==> config.mk <==
export PLATFORM = sky130hd
export DESIGN_NAME = ysyx_22040127_mem_arbiter
export DESIGN_NICKNAME = d
export VERILOG_FILES = /design/src/rtl/ysyx_22040127_mem_arbiter.sv
export SDC_FILE = /design/constraint.sdc
export NUM_CORES = 1
export LEC_CHECK = 0
export CAP_MARGIN = 10
export CORE_AREA = 2 2 181 183
export DETAILED_ROUTE_END_ITERATION = 6
export DIE_AREA = 0 0 183 185
export GPL_ROUTABILITY_DRIVEN = 0
export PLACE_DENSITY = 0.43
export SLEW_MARGIN = 5
export SYNTH_ARGS = -nofsm -noshare
export SYNTH_HDL_FRONTEND = slang
export SYNTH_SLANG_ARGS = --single-unit
==> constraint.sdc <==
create_clock -name clk -period 3 [get_ports clk]
set_clock_uncertainty 0.1 [all_clocks]
set_input_delay 0.6 -clock clk [delete_from_list [all_inputs] [get_ports clk]]
set_output_delay 0.6 -clock clk [all_outputs]
set_load 0.005 [all_outputs]
==> src/rtl/ysyx_22040127_mem_arbiter.sv <==
// rtl/ysyx_22040127_mem_arbiter.sv - icache/dcache arbiter for the shared burst memory port
module ysyx_22040127_mem_arbiter #(
  parameter int ADDR_W = 32,
  parameter int DATA_W = 64,
  parameter int LEN_W  = 3
) (
  input  logic                clk,
  input  logic                rst,

  input  logic                i_req,
  input  logic [ADDR_W-1:0]   i_addr,
  input  logic [LEN_W-1:0]    i_len,
  output logic [DATA_W-1:0]   i_rdata,
  output logic                i_rvalid,
  output logic                i_done,

  input  logic                d_req,
  input  logic                d_we,
  input  logic [ADDR_W-1:0]   d_addr,
  input  logic [LEN_W-1:0]    d_len,
  input  logic [DATA_W-1:0]   d_wdata,
  input  logic [DATA_W/8-1:0] d_wstrb,
  output logic                d_wready,
  output logic [DATA_W-1:0]   d_rdata,
  output logic                d_rvalid,
  output logic                d_done,

  output logic                m_req_valid,
  input  logic                m_req_ready,
  output logic                m_we,
  output logic [ADDR_W-1:0]   m_addr,
  output logic [LEN_W-1:0]    m_len,
  output logic                m_wvalid,
  input  logic                m_wready,
  output logic [DATA_W-1:0]   m_wdata,
  output logic [DATA_W/8-1:0] m_wstrb,
  output logic                m_wlast,
  input  logic                m_rvalid,
  input  logic [DATA_W-1:0]   m_rdata,
  input  logic                m_rlast,
  input  logic                m_bvalid,

  output logic                arb_owner_d,
  output logic [2:0]          arb_state
);

  typedef enum logic [2:0] {
    S_IDLE  = 3'd0,
    S_ADDR  = 3'd1,
    S_WDATA = 3'd2,
    S_RDATA = 3'd3,
    S_WRESP = 3'd4
  } state_t;

  state_t           state;
  logic             owner_d;
  logic             last_grant_d;
  logic             holdoff;
  logic             holdoff_d;
  logic [LEN_W-1:0] cnt;

  logic i_elig;
  logic d_elig;
  logic grant_d;
  logic rd_last;

  // The side that just finished is masked for one IDLE cycle so its lagging req is not regranted.
  assign i_elig  = i_req && !(holdoff && !holdoff_d);
  assign d_elig  = d_req && !(holdoff && holdoff_d);
  assign grant_d = d_elig && (!i_elig || !last_grant_d);
  assign rd_last = (state == S_RDATA) && m_rvalid && m_rlast;

  always_ff @(posedge clk) begin
    if (rst) begin
      state        <= S_IDLE;
      owner_d      <= 1'b0;
      last_grant_d <= 1'b0;
      holdoff      <= 1'b0;
      holdoff_d    <= 1'b0;
      cnt          <= '0;
      m_we         <= 1'b0;
      m_addr       <= '0;
      m_len        <= '0;
    end else begin
      case (state)
        S_IDLE: begin
          holdoff <= 1'b0;
          if (i_elig || d_elig) begin
            owner_d      <= grant_d;
            last_grant_d <= grant_d;
            m_we         <= grant_d ? d_we : 1'b0;
            m_addr       <= grant_d ? d_addr : i_addr;
            m_len        <= grant_d ? d_len : i_len;
            state        <= S_ADDR;
          end
        end
        S_ADDR: begin
          if (m_req_ready) begin
            cnt   <= '0;
            state <= m_we ? S_WDATA : S_RDATA;
          end
        end
        S_WDATA: begin
          if (m_wready) begin
            cnt <= cnt + 1'b1;
            if (cnt == m_len) state <= S_WRESP;
          end
        end
        // rlast from the bus ends the burst even if the beat count disagrees.
        S_RDATA: begin
          if (m_rvalid && m_rlast) begin
            state     <= S_IDLE;
            holdoff   <= 1'b1;
            holdoff_d <= owner_d;
          end
        end
        S_WRESP: begin
          if (m_bvalid) begin
            state     <= S_IDLE;
            holdoff   <= 1'b1;
            holdoff_d <= 1'b1;
          end
        end
        default: state <= S_IDLE;
      endcase
    end
  end

  assign arb_state   = state;
  assign arb_owner_d = owner_d && (state != S_IDLE);

  assign m_req_valid = (state == S_ADDR);
  assign m_wvalid    = (state == S_WDATA);
  assign m_wlast     = (state == S_WDATA) && (cnt == m_len);
  assign m_wdata     = d_wdata;
  assign m_wstrb     = d_wstrb;
  assign d_wready    = (state == S_WDATA) && m_wready;

  assign i_rdata  = m_rdata;
  assign d_rdata  = m_rdata;
  assign i_rvalid = (state == S_RDATA) && !owner_d && m_rvalid;
  assign d_rvalid = (state == S_RDATA) && owner_d && m_rvalid;
  assign i_done   = rd_last && !owner_d;
  assign d_done   = (rd_last && owner_d) || ((state == S_WRESP) && m_bvalid);

endmodule

## After elaboration in Yosys (flattened, before gate mapping)

Cells that the tools add are included.

| operators by class | value |
|---|---|
| $lt $le $gt $ge | 0 |
| shift operators | 0 |
| eq/ne operators | 11 |
| mux-type cells | 19 |
| divide/modulo/power cells | 0 |
| add/sub/neg operators | 1 |
| multiply operators | 0 |
| reductions and logical operators | 36 |
| bitwise gates (word level) | 0 |

Operator list:

| cell | count |
|---|---|
| two-way mux 32 bit | 1 |
| two-way mux 3 bit | 9 |
| logical AND 1 bit | 18 |
| one-hot mux 3 bit (5 select lines) | 1 |
| AND reduction 3 bit | 3 |
| != test 2 x 1 -> 1 bit (second input constant) | 4 |
| == test 3 x 2 -> 1 bit (second input constant) | 2 |
| one-hot mux 3 bit (2 select lines) | 1 |
| AND reduction 6 bit | 1 |
| nonzero test 3 bit | 2 |
| logical NOT 1 bit | 5 |
| two-way mux 1 bit | 5 |
| != test 2 bit (second input constant) | 2 |
| nonzero test 2 bit | 2 |
| adder 3 x 1 -> 3 bit (second input constant) | 1 |
| == test 3 x 1 -> 1 bit (second input constant) | 1 |
| == test 3 bit | 1 |
| == test 3 bit (second input constant) | 1 |
| logical NOT 3 bit | 1 |
| logical OR 1 bit | 3 |
| one-hot mux 1 bit (3 select lines) | 1 |
| one-hot mux 1 bit (2 select lines) | 1 |
| AND reduction 2 bit | 1 |

| storage, ports and cells | value |
|---|---|
| input port bits | 216 |
| bits in read-only memories | 0 |
| register bits after elaboration | 45 |
| bits in latches | 0 |
| bits in writable memories | 0 |
| output and inout port bits | 248 |
| memories kept | 0 |
| logic and storage cells | 75 |

## Logic depth before layout (Yosys ltp)

| logic depth | value |
|---|---|
| depth in word-level cells | 8 |
| mapped depth | 6 |
| depth with buffers taken out | 4 |

## Least setup slack after synthesis

No wires, ideal clock.

| path | value |
|---|---|
| kind | reg2out |
| start point | reg state[1] (netlist: arb_state[1]) |
| end point | out d_wready |
| stages on the path, launching flop included | 4 |
| setup slack | 1.099 ns |
| data arrival time | 1.201 ns |
| required time | 2.300 ns |
| path buffers | 1 |
| cells stage by stage | dfxtp_1 buf_2 nor3b_1 and2_1 |

| between the ends | value |
|---|---|
| cells in the longest elaborated chain, start to end | 2 |

Ends and longest elaborated chain:

| element | line | source |
|---|---|---|
| start, declared | 55 | `state_t state;` |
| start signal, assigned | 100 | `state <= m_we ? S_WDATA : S_RDATA;` |
| == test 3 x 2 -> 1 bit | - |  |
| named net m_wvalid | 33 | `output logic m_wvalid,` |
| logical AND 1 bit | 137 | `assign d_wready = (state == S_WDATA) && m_wready;` |
| end, declared | 23 | `output logic d_wready,` |

The timed path passes the listed nets, and every way through them passes these cells.

## Worst setup path after layout

| path | value |
|---|---|
| start point | in m_rvalid |
| end point | out i_done |

| between the ends | value |
|---|---|
| cells in the longest elaborated chain, start to end | 3 |

Ends and longest elaborated chain:

| element | line | source |
|---|---|---|
| start, declared | 38 | `input logic m_rvalid,` |
| logical AND 1 bit (2 in series) | 71 | `assign rd_last = (state == S_RDATA) && m_rvalid && m_rlast;` |
| logical AND 1 bit | 143 | `assign i_done = rd_last && !owner_d;` |
| end, declared | 15 | `output logic i_done,` |

Every way passes these cells.

==> results.toml <==
[status]
status = "finished, final reports clean"

[synthesis]
ys_ff_latch = 45
ys_async_sr_fraction_pct = 0
yosysSeqAreaShare_pct = 24.8
synth_xor_area_share_pct = 0.724
synth_compound_area_share_pct = 12.6
netlist_area_mm2 = 0.00363
syn_inst = 431
synthSimpleGateAreaFrac_pct = 7.17
synth_top_family_by_area = "buffers and inverters"
yosysUniqueCellTypes = 35
synthMuxAreaShare_pct = 10.5
dominantRegCellSynth = "dfxtp_1"
synth_nets = 648
synth_area_per_cell_um2 = 8.42
synthAdderAreaFrac_pct = 0.345
yosysWarnings = 0
synth_edf_count = 0

[timing]
slew_violations = 0
timing.final.ws_setup_ns = 0.122
worst_pin_slew_ns = 0.544
worst_slew_margin_rel_pct = 63.5
rsz0062_at_grt = "false"
finalSetupViolations = 0
hold_violations = 0
setup-tns-final_ns = 0
period_needed_ns = 2.88
fin_crit_sh_pct = 95.9
fmax_mhz = 348

[placement]
place_area_mm2 = 0.00395
pre_cts_slack_ns = 0.130
portBuffers = 127
dp_hpwl_mm = 12.1

[cells_and_area]
multi_input_area_mm2 = 0.00114
final_cell_area_mm2 = 0.00409
ff_latch_area_um2 = 901
fin_util_pct = 12.8
diodes = 0
fillers = 3676
final_common_cell = "clkdlybuf4s50_1"
drive_gt1_share_pct = 6.65
final_cell_mix = "127 x clkdlybuf4s50_1, 45 x dfxtp_1, 38 x mux2i_1, 30 x a21oi_1, 25 x o21ai_0"
layout.nets = 578
syn_to_final_growth_pct = 12.9

[setup_path]
cp_top_family = "buffers and inverters"
crit_type = "in2out"
crit_arrival_ns = 2.18
crit_path_max_fanout = 4
end_kind = "output port"
worstPathRequired_ns = 2.30
worstPathCellList = "clkdlybuf4s50_1, and4b_1, nand2_1, nor2_1, clkdlybuf4s50_1"
timing.critical_path.buf_inv = 2
slowest_stage = "clkdlybuf4s50_1"
critPathLaunchType = "input port"
cp_slowest_stage_delay_ns = 0.53
crit_top_cell = "clkdlybuf4s50_1"

[power]
pwr-share-clk_pct = 30.8
pwr-share-comb_pct = 30.6
finalPower_mw = 1.94
cellLeakagePower_nw = 1.47
power_switching_share_pct = 29.9
pwr-share-seq_pct = 38.5
p_int_mw = 1.36
p_per_area_mw_per_mm2 = 474
ir_drop_v = 0.000148
power.switching_mw = 0.580

[die]
start_util_pct = 11.3
num_rows = 66
die_w_um = 183
ios = 464
die_h_um = 185
dieArea_mm2 = 0.0339
core_area_mm2 = 0.0320

[clocking]
htree_levels = 2
cts_buffer_depth = 2
clock_latency_ns = 0.31
clk_pin_slew_ns = 0.06
numCtsBuffers = 5
cts_tree = "built"
post_cts.repair.setup_buffers = 0
cts_root_buf = "clkbuf_16"
cts_resized = 0
cts_hold_buffers = 0
clkSinkCount = 45

[grt]
busiest_layer = "met2"
track_usage_pct = 8.11
grt.met3_usage_pct = 6.19
use_met1_pct = 7.03
gr-usage-met2_pct = 12.7
grt_max_degree = 74
overflow = 0
antenna_found_initial = 0
grt_pass1_vias = 2351
grt_pass1_wl_mm = 18.7

[route]
ant_nets = 0
via_per_inst = 3.17
routed_wl_mm = 14.5
dr.first_iter.drc_count = 90
drc = 0
via_count = 2435
wire_per_inst_um = 18.8
first_pass_iters = 4

[job]
maxCapViolCount = 0

[worst_hold_path]
hold_path.class = "reg2reg"
[worst reg2reg max path: stages, from the launching register on]
cell and delay (ns):
dfxtp_1 0.46, or3_4 0.49, a211oi_4 0.21, buf_12 0.28, nor2_1 0.16, a211oi_1 0.21
[metal layers]
| metal | share of wire (%) | routed length, um |
|---|---|---|
| met3 | 18 | 2580 |
| met5 | 0.19 | 28 |
| met4 | 7.0 | 1010 |
| met1 | 30 | 4400 |
| met2 | 45 | 6470 |
[synth_stat cells, types with 2 or more instances]
cell / count / area [um2]
and2_1: 5 / 31.3
a211oi_1: 13 / 97.6
nand3b_1: 5 / 37.5
nor3b_1: 2 / 15.0
a21oi_1: 30 / 150
nand2b_1: 3 / 18.8
o21ai_0: 25 / 125
dfxtp_1: 45 / 901
nor2_1: 19 / 71.3
nor2b_1: 2 / 12.5
nand2_1: 5 / 18.8
clkbuf_1: 7 / 26.3
buf_2: 5 / 25.0
clkbuf_2: 2 / 10.0
nor3_1: 2 / 10.0
buf_4: 202 / 1520
xor2_1: 3 / 26.3
mux2i_1: 38 / 380
and3_1: 2 / 12.5
[flip-flops by register name (all words and copies together) (netlist names)]
| register | flops |
|---|---|
| m_addr | 32 |
| cnt | 3 |
| m_we | 1 |
| last_grant_d | 1 |
| holdoff | 1 |
| holdoff_d | 1 |
| arb_state | 3 |
| m_len | 3 |
[cell families (layout without fill, tap and decap cells)]
logic type                 after synthesis  after routing
adders and majority gates                1              1
and+or+nand+nor                         49             49
AOI/OAI and AO/OA                       77             77
DFF                                     45             45
xor gates and xnor gates                 3              3
muxes                                   38             38
buffers and inverters                  218            148
[path summary, 6_finish.rpt]
path / end / cells after the start / slack (ns) / start
worst min-delay path: m_we$_SDFFE_PP0P_ / 2 / 0.40 / m_we$_SDFFE_PP0P_
worst max-delay path: i_done / 5 / 0.12 / m_rvalid
worst min register to register: m_we$_SDFFE_PP0P_ / 2 / 0.40 / m_we$_SDFFE_PP0P_
worst max register to register: m_addr[27]$_SDFFE_PP0P_ / 5 / 1.01 / arb_state[0]$_SDFFE_PP0P_
[power by group through the flow]
stage | logic (mW) | registers (mW) | clock network (mW)
5_1_grt | 0.653 | 0.762 | 0.666
4_1_cts | 0.613 | 0.751 | 0.646
3_3_place_gp | 0.611 | 0.762 | 0
2_1_floorplan | 0.448 | 0.746 | 0
6_report | 0.595 | 0.747 | 0.598
3_5_place_dp | 0.610 | 0.762 | 0
[per-stage QoR]
stage	std cells	hold WS, ns
2_1_floorplan	431	0.376
3_3_place_gp	762	0.384
3_5_place_dp	762	0.391
4_1_cts	769	0.403
5_1_grt	769	0.426
6_report	769	0.399
[area by class of cell]
class | count | area share [%]
flip-flops and latches | 45 | 22.0
multi-input cells | 168 | 27.8
clock buffers | 6 | 3.39
inverters | 1 | 0.0917
clock inverters | 1 | 0.183
repair buffers | 140 | 34.0
well taps | 408 | 12.5
(Power assumes the default switching activity.)
